## src/rtl/seq_divider.sv

```systemverilog
// Multi-cycle unsigned restoring divider: one quotient bit per clock, registered
// quotient/remainder with a one-cycle done pulse and a divide-by-zero flag.
module seq_divider #(
    parameter int WIDTH = 8
) (
    input  logic             clk,
    input  logic             rst,
    input  logic             start,
    input  logic [WIDTH-1:0] dividend,
    input  logic [WIDTH-1:0] divisor,
    output logic             busy,
    output logic             done,
    output logic [WIDTH-1:0] quotient,
    output logic [WIDTH-1:0] remainder,
    output logic             div_by_zero
);
    localparam int CNT_W = (WIDTH > 2) ? $clog2(WIDTH) : 1;
    localparam logic [CNT_W-1:0] LAST_STEP = CNT_W'(WIDTH - 1);

    typedef enum logic [1:0] {IDLE, RUN, DONE} state_t;

    state_t                state;
    logic [WIDTH-1:0]      r;
    logic [WIDTH-1:0]      q;
    logic [WIDTH-1:0]      d;
    logic [CNT_W-1:0]      count;
    logic signed [WIDTH:0] trial;
    logic [WIDTH-1:0]      r_next;
    logic [WIDTH-1:0]      q_next;

    // The shifted remainder can reach 2*D-1, so the trial subtract keeps the carry bit.
    always_comb begin
        trial = $signed({r, q[WIDTH-1]} - {1'b0, d});
        if (!trial[WIDTH]) begin
            r_next = trial[WIDTH-1:0];
            q_next = {q[WIDTH-2:0], 1'b1};
        end else begin
            r_next = {r[WIDTH-2:0], q[WIDTH-1]};
            q_next = {q[WIDTH-2:0], 1'b0};
        end
    end

    // Divisor copy is pure data; it is only meaningful after an accept.
    always_ff @(posedge clk) begin
        if (state == IDLE && start) begin
            d <= divisor;
        end
    end

    always_ff @(posedge clk or posedge rst) begin
        if (rst) begin
            state       <= IDLE;
            busy        <= 1'b0;
            done        <= 1'b0;
            quotient    <= '0;
            remainder   <= '0;
            div_by_zero <= 1'b0;
            r           <= '0;
            q           <= '0;
            count       <= '0;
        end else begin
            case (state)
                IDLE: begin
                    if (start) begin
                        if (divisor == '0) begin
                            state       <= DONE;
                            done        <= 1'b1;
                            quotient    <= '1;
                            remainder   <= dividend;
                            div_by_zero <= 1'b1;
                        end else begin
                            state <= RUN;
                            busy  <= 1'b1;
                            q     <= dividend;
                            r     <= '0;
                            count <= '0;
                        end
                    end
                end
                RUN: begin
                    r     <= r_next;
                    q     <= q_next;
                    count <= count + CNT_W'(1);
                    if (count == LAST_STEP) begin
                        state       <= DONE;
                        busy        <= 1'b0;
                        done        <= 1'b1;
                        quotient    <= q_next;
                        remainder   <= r_next;
                        div_by_zero <= 1'b0;
                    end
                end
                DONE: begin
                    state <= IDLE;
                    done  <= 1'b0;
                end
                default: begin
                    state <= IDLE;
                    busy  <= 1'b0;
                    done  <= 1'b0;
                end
            endcase
        end
    end
endmodule

```

## config.mk

```make
export PLATFORM = sky130hd
export DESIGN_NAME = seq_divider
export DESIGN_NICKNAME = d
export VERILOG_FILES = /design/src/rtl/seq_divider.sv
export SDC_FILE = /design/constraint.sdc
export NUM_CORES = 1
export LEC_CHECK = 0
export BUFFER_PORTS_ARGS = -buffer_cell sky130_fd_sc_hd__buf_2
export CAP_MARGIN = 20
export CORE_MARGIN = 3
export CORE_UTILIZATION = 44
export CTS_CLUSTER_SIZE = 10
export DETAILED_ROUTE_END_ITERATION = 16
export PLACE_DENSITY = 0.72
export SYNTH_ARGS = -nofsm -noshare
export SYNTH_HDL_FRONTEND = slang
export SYNTH_SLANG_ARGS = --single-unit
```

## constraint.sdc

```tcl
create_clock -name clk -period 6.1 [get_ports clk]
set_input_delay 0.915 -clock clk [delete_from_list [all_inputs] [get_ports clk]]
set_output_delay 0.915 -clock clk [all_outputs]
set_load 0.02 [all_outputs]
```

# == Word level (Yosys, flattened, before mapping) ==
# Cells that the tools add are included.
# Widths: inputs -> output; s select.
# word_totals
output_inout_bits,19
regBits,48
input_bits,19
elab_cells,61
# classes
n_reduce_logical,9
eq_ne,7
mux,32
bitwise_logic,1
addsub,2
# op_table
operator,count
$mux 8,11
$pmux 8 s2,4
$sub 9x8->9,1
$logic_not 8->1,1
$reduce_and 4->1,2
$mux 1,7
$mux 2,3
$mux 3,2
$ne 2x2->1 const B,3
$pmux 3 s2,1
$reduce_and 3->1,2
$pmux 1 s2,2
$pmux 2 s2,1
$add 3x1->3 const B,1
$eq 3x3->1 const B,1
$pmux 1 s3,1
$eq 2x1->1 const B,1
$eq 2x2->1 const B,1
$logic_not 2->1,1
$ne 2x1->1 const B,1
$reduce_and 2->1,1
$reduce_bool 2->1,1
$logic_and 1x1->1,1
$not 1->1,1

# == Longest topological paths before layout ==
# Gate-level depths: netlist of run 1.
# depth
depth_word,4
ltp_mapped,10

# == Worst setup path after synthesis of run 1 ==
# No wires, ideal clock.
# synth_path
path_kind,flip-flop to flip-flop
startpoint,register q[7]
endpoint,register r[0]
arrival_time_ns,2.206
synth_period_minus_slack_ns,2.322
path_stages_with_launch,10
path_buffers,0
required_time_ns,5.984
setup_slack_ns,3.778
path_cell_list,dfrtp_1 inv_1 ha_1 inv_1 fa_1 a211oi_2 o211ai_1 a21boi_0 nor2_1 o311ai_0
# synth_between
elab_chain_cells,3
# synth_lines
element,line_no,text
"start, declared",24,logic [WIDTH-1:0] q;
"start signal, assigned",74,q <= dividend;
"start signal, assigned",82,q <= q_next;
$sub 9x8->9,33,"trial = $signed({r, q[WIDTH-1]} - {1'b0, d});"
$mux 8 (*),34,if (!trial[WIDTH]) begin
$pmux 8 s2 (*),62,case (state)
"end signal, assigned",81,r <= r_next;
"end, declared",23,logic [WIDTH-1:0] r;
# Every way passes the cells marked *; elsewhere a longest branch is shown, timed or not.
# A chain may end at the register's enable or synchronous reset.

# == Worst setup path after layout of run 1 ==
# Same ends and word-level chain as after synthesis.

==> results.json, run 1 <==
{
  "cap_violations": 0,
  "crit_slowest_cell": "a21boi_0",
  "crit_fanout": 5,
  "critPathMostFrequentCell": "inv_1",
  "clock_sinks": 48,
  "dpl-instance-area_sq_um": 2920,
  "cts_tree": "built",
  "worst_setup_path_start_kind": "flop",
  "area_growth_pct": 14.2,
  "power_density_nw_per_um2": 544,
  "cts_hold_buf": 0,
  "clkLatencyLatePin_ns": 0.31,
  "initial_core_util_pct": 47.0,
  "fin_util_pct": 53.7,
  "drive_gt1_share_pct": 18.4,
  "grt_pass1_wl_um": 11200,
  "first_pass_iters": 5,
  "syn_inst": 278,
  "ys_seq_area_share_pct": 46.2,
  "grt.overflow.total": 0,
  "finalCritPeriodShare_pct": 46.5,
  "drt-met1-wl_um": 3030,
  "arrival_ns": 3.03,
  "path_cells": "inv_1 -> ha_1 -> inv_1 -> fa_1 -> a211oi_2 -> o211ai_1 -> a21boi_0 -> nor2_1 -> o311ai_0",
  "grt_pass1_vias": 2261,
  "cts_buffer_depth": 2,
  "post-cts-setup-buffers": 0,
  "drt_iter0_drc": 185,
  "dieWidth_um": 84.1,
  "dieHeight_um": 84.1,
  "synthTopCellsByArea": "dfrtp_1 (37%), edfxtp_1 (8.9%), ha_1 (4.7%)",
  "vias": 2379,
  "max_slew_margin_pct": 50.2,
  "hp-class": "flop to flop",
  "max_stage_delay_ns": 0.51,
  "peakVddDrop_mv": 0.304,
  "crit_type": "flop to flop",
  "syn_nets": 308,
  "die_area_sq_um": 7080,
  "async_reset_ff_share_pct": 83.3,
  "ys_warn_count": 0,
  "core_sq_um": 5710,
  "track_usage_pct": 19.3,
  "synth_top_area_share_pct": 37.3,
  "worst_pin_slew_ns": 0.745,
  "antenna_found_initial": 0,
  "p_leak_uw": 0.00131,
  "path_clk_slew_ns": 0.10,
  "fillers": 525,
  "synth_common_cells": "dfrtp_1 (40), nor2_1 (32), nand2_1 (27)",
  "period_needed_ns": 2.83,
  "route.met2.wl_um": 3030,
  "post-synth-top-area-cell": "dfrtp_1",
  "numPortBuffers": 37,
  "end_kind": "flop",
  "wl_per_cell_um": 17.0,
  "gp_congestion": 0.871,
  "synth.most_common_cell": "dfrtp_1",
  "io_pins": 38,
  "cts_inserted_buffers": 5,
  "ant_nets": 0,
  "syn_avg_cell_area_sq_um": 9.66,
  "skew_ns": 0.0113,
  "ys_types": 56,
  "fmax_mhz": 353,
  "maxUsedRoutingLayer": "met4",
  "routed_wl_um": 6570,
  "finalSetupViolations": 0,
  "crit_required_ns": 6.29,
  "synth_edf_count": 8,
  "maxSlewViolCount": 0,
  "fin_nets": 344,
  "synth-main-ff-cell": "dfrtp_1",
  "ys_seq_elements": 48,
  "rows": 27,
  "wl_met3_um": 405,
  "ff2ff_setup_slack_ns": 3.27,
  "cts_max_level": 2,
  "cts-root-buf": "clkbuf_8",
  "grt_setup_unrepaired": "no",
  "syn_area_sq_um": 2690,
  "fin_setup_tns_ns": 0,
  "dp_hpwl_um": 4870,
  "viasPerCell": 6.15,
  "drc": 0,
  "n_antenna_cell": 0,
  "grt_max_degree": 41,
  "final_cell_area_sq_um": 3070,
  "outcome": "finished clean",
  "cts-resized-gates": 0,
  "final-hold-violation-count": 0
}
[metrics by stage]
step	power [uW]	hold slack [ns]	std cells	setup WS [ns]
4_1_cts	1660	0.492	386	3.29
5_1_grt	1800	0.500	387	3.06
6_report	1670	0.488	387	3.27
3_3_place_gp	1380	0.463	378	3.29
2_1_floorplan	1180	0.446	278	3.78
3_5_place_dp	1400	0.474	378	3.21
[where the power goes]
group	leakage (uW)	internal (uW)	switching (uW)
Combinational	0.000713	334	516
Clock	0.0000669	149	113
Sequential	0.000534	452	104
Total	0.00131	934	733
[final cells by class]
cell class                      instances  area (sq um)  share of cell area, %
Tap cell                               72          90.1                   2.94
Inverter                               16          60.1                   1.96
Clock buffer                            6          93.8                   3.06
Clock inverter                          2          38.8                   1.27
Multi-Input combinational cell        202          1320                   43.1
Timing Repair Buffer                   41           219                   7.14
Sequential cell                        48          1240                   40.5
[logic make-up (layout without fill, tap and decap cells)]
logic type	Yosys count	count (layout)	share of synthesized area (%)
DFF	48	48	46.2
buffers and inverters	28	65	4.52
and+or+nand+nor	93	93	16.7
adders and majority gates	11	11	5.41
xor gates and xnor gates	5	5	1.63
AOI/OAI and AO/OA	91	91	24.7
muxes	2	2	0.792
[critical path, delay by kind of cell, from the launching register on]
family	cells	cell delay, ns
and+or+nand+nor	1	0.24
adders and majority gates	2	0.62
DFF	1	0.42
buffers and inverters	2	0.16
AOI/OAI and AO/OA	4	1.27
[per-layer routing]
| metal | track usage [%] | vias up |
|---|---|---|
| met2 | 31.1 | 102 |
| met4 | 5.56 | 0 |
| met5 | 0 | - |
| met3 | 3.06 | 20 |
| met1 | 26.8 | 1139 |
| li1 | - | 1118 |
[path summary, 6_finish.rpt]
check                      depth (start not counted)                 endpoint                  from
max                                                9         r[0]$_DFFE_PP0P_      q[7]$_DFFE_PP0P_
min                                                1     count[0]$_DFFE_PP0P_  count[0]$_DFFE_PP0P_
max in group asynchronous                          3         r[2]$_DFFE_PP0P_                   rst
min in group asynchronous                          3  quotient[3]$_DFFE_PP0P_                   rst
max reg2reg                                        9         r[0]$_DFFE_PP0P_      q[7]$_DFFE_PP0P_
min reg2reg                                        1     count[0]$_DFFE_PP0P_  count[0]$_DFFE_PP0P_
[flip-flops by register name (all words and copies together), names as in the netlist]
register and flops:
div_by_zero 1, remainder 8, state 2, quotient 8
q 8, busy 1, done 1, r 8
d 8, count 3
[cells in the final DEF, fill, tap and decap left out, types with 6 or more instances in the layout]
master / n
a21oi_1: 11
o21ai_0: 10
buf_2: 37
o22a_1: 7
ha_1: 10
nand2_1: 27
a31oi_1: 9
dfrtp_1: 40
edfxtp_1: 8
o21a_1: 6
inv_1: 15
nor2_1: 32
(Power assumes the default switching activity.)
==> run 2: changes to the inputs <==
==> constraint.sdc (replaced) <==
create_clock -name clk -period 2.8 [get_ports clk]
set_input_delay 0.42 -clock clk [delete_from_list [all_inputs] [get_ports clk]]
set_output_delay 0.42 -clock clk [all_outputs]
set_load 0.02 [all_outputs]
==> run 2 against run 1 <==
  * Hold slack got worse by 0.26 ns
  * Register-to-register slack got worse by 3.1 ns
  * Die area unchanged
  * Core utilization increased by 0.066 points
  * Global-route usage decreased by 0.49 points
  * Critical path depth unchanged
  * Via count decreased by 1.1%
  * Power increased by 120%
  * Design area increased by 0.12%
  * Combinational power increased by 120%
  * Clock power increased by 120%
  * Sequential cell count unchanged
  * Critical path type unchanged
==> results.json, run 2 (synthesis gave the netlist of run 1 again) <==
{
  "n_antenna_cell": 0,
  "finalCritPeriodShare_pct": 94.8,
  "power_density_nw_per_um2": 1190,
  "grt_max_degree": 41,
  "ff2ff_setup_slack_ns": 0.14,
  "crit_fanout": 4,
  "peakVddDrop_mv": 0.641,
  "dpl-instance-area_sq_um": 2930,
  "cts_max_level": 2,
  "drive_gt1_share_pct": 19.0,
  "reg2reg_to": "remainder[3]$_DFFE_PP0P_",
  "grt_setup_unrepaired": "yes",
  "period_needed_ns": 2.66,
  "dieHeight_um": 84.1,
  "rows": 27,
  "worst_setup_path_start_kind": "flop",
  "cts_inserted_buffers": 5,
  "track_usage_pct": 18.8,
  "p_leak_uw": 0.00132,
  "initial_core_util_pct": 47.0,
  "cts-root-buf": "clkbuf_8",
  "crit_slowest_cell": "fa_1",
  "cap_violations": 0,
  "max_stage_delay_ns": 0.46,
  "drt_iter0_drc": 95,
  "vias": 2353,
  "layout.cells.non_filler": 387,
  "path_cells": "inv_1 -> ha_1 -> inv_1 -> fa_1 -> a211oi_2 -> o211ai_1 -> and3_1 -> nor4_1 -> o32a_1",
  "clkLatencyLatePin_ns": 0.30,
  "maxSlewViolCount": 0,
  "area_growth_pct": 14.3,
  "ant_nets": 0,
  "end_kind": "flop",
  "viasPerCell": 6.08,
  "core_sq_um": 5710,
  "dieWidth_um": 84.1,
  "routed_wl_um": 6640,
  "worst-r2r-cell-count": 9,
  "post-cts-setup-buffers": 0,
  "cts_tree": "built",
  "die_area_sq_um": 7080,
  "cts_hold_buf": 0,
  "max_slew_margin_pct": 53.6,
  "cp-startpoint": "q[7]$_DFFE_PP0P_",
  "drc": 0,
  "worst_pin_slew_ns": 0.693,
  "io_pins": 38,
  "crit_required_ns": 3.04,
  "first_pass_iters": 5,
  "cts_buffer_depth": 2,
  "antenna_found_initial": 0,
  "fin_util_pct": 53.8,
  "outcome": "finished clean",
  "arrival_ns": 2.90,
  "grt_pass1_vias": 2155,
  "finalSetupViolations": 0,
  "dp_hpwl_um": 4830,
  "layout_common_cells": "dfrtp_1 (40), buf_2 (37), nor2_1 (32)",
  "cts-resized-gates": 0,
  "fillers": 518,
  "fmax_mhz": 377,
  "wl_per_cell_um": 17.1,
  "numPortBuffers": 37,
  "final_common_cell": "dfrtp_1",
  "r2r-start": "q[7]$_DFFE_PP0P_",
  "clock_sinks": 48,
  "crit_type": "flop to flop",
  "grt.overflow.total": 0,
  "fin_nets": 344,
  "gp_congestion": 0.850,
  "final_cell_area_sq_um": 3070,
  "path_clk_slew_ns": 0.09,
  "skew_ns": 0.00213,
  "critPathMostFrequentCell": "inv_1",
  "final-hold-violation-count": 0,
  "hp-class": "primary input to asynchronous set/reset pin",
  "dp_cells": 379,
  "grt_pass1_wl_um": 10700
}
-- run 2: cell counts in the layout (fill, tap and decap cells not counted) --
Identical to the previous run, type by type.
-- run 2: worst max-delay path by stage --
stage | end | slack [ns]
global route | remainder[3]$_DFFE_PP0P_ | -0.001
finish | remainder[3]$_DFFE_PP0P_ | 0.14
detailed placement | r[0]$_DFFE_PP0P_ | 0.21
floorplan | r[0]$_DFFE_PP0P_ | 0.48
CTS | r[0]$_DFFE_PP0P_ | 0.06
global placement | r[0]$_DFFE_PP0P_ | 0.28
-- run 2: per-stage QoR --
stage / worst slack (ns) / total power (uW) / hold slack, ns / setup TNS, ns
after global routing: -0.00148 / 3920 / 0.257 / -0.00148
after detailed placement: 0.210 / 3040 / 0.468 / 0
after floorplan: 0.478 / 2570 / 0.446 / 0
after global placement: 0.277 / 3020 / 0.466 / 0
after CTS: 0.0646 / 3640 / 0.229 / 0
final: 0.145 / 3650 / 0.224 / 0
-- run 2: power by group --
part	leakage [uW]	total, uW	internal, uW	switching [uW]
clock network	0.0000669	574	324	250
logic	0.000714	1870	731	1130
registers	0.000534	1210	984	230
total	0.00132	3650	2040	1610
-- run 2: critical path: cells and delay by family (launching register included) --
kind / cells / cell delay (ns)
flops: 1 / 0.40
compound gates: 3 / 0.75
fa+ha+maj: 2 / 0.64
simple gates: 2 / 0.68
buf+inv: 2 / 0.13
-- run 2: area by class of cell --
| type | instances | area (sq um) | area share, % |
|---|---|---|---|
| clock buffer | 6 | 93.8 | 3.06 |
| tap | 72 | 90.1 | 2.94 |
| multi-input combinational | 202 | 1330 | 43.3 |
| inverter | 16 | 60.1 | 1.96 |
| sequential | 48 | 1240 | 40.4 |
| clock inverter | 2 | 38.8 | 1.26 |
| timing repair buffer | 41 | 215 | 7.01 |
-- run 2: layer usage --
layer | wire length, um | GRT usage (%) | share of wire (%) | up-vias
li1 | - | - | - | 1119
met1 | 2980 | 26.0 | 45 | 1134
met2 | 3110 | 29.6 | 47 | 83
met3 | 419 | 3.95 | 6.3 | 17
met4 | 131 | 5.56 | 2.0 | 0
met5 | 0 | 0 | 0 | -
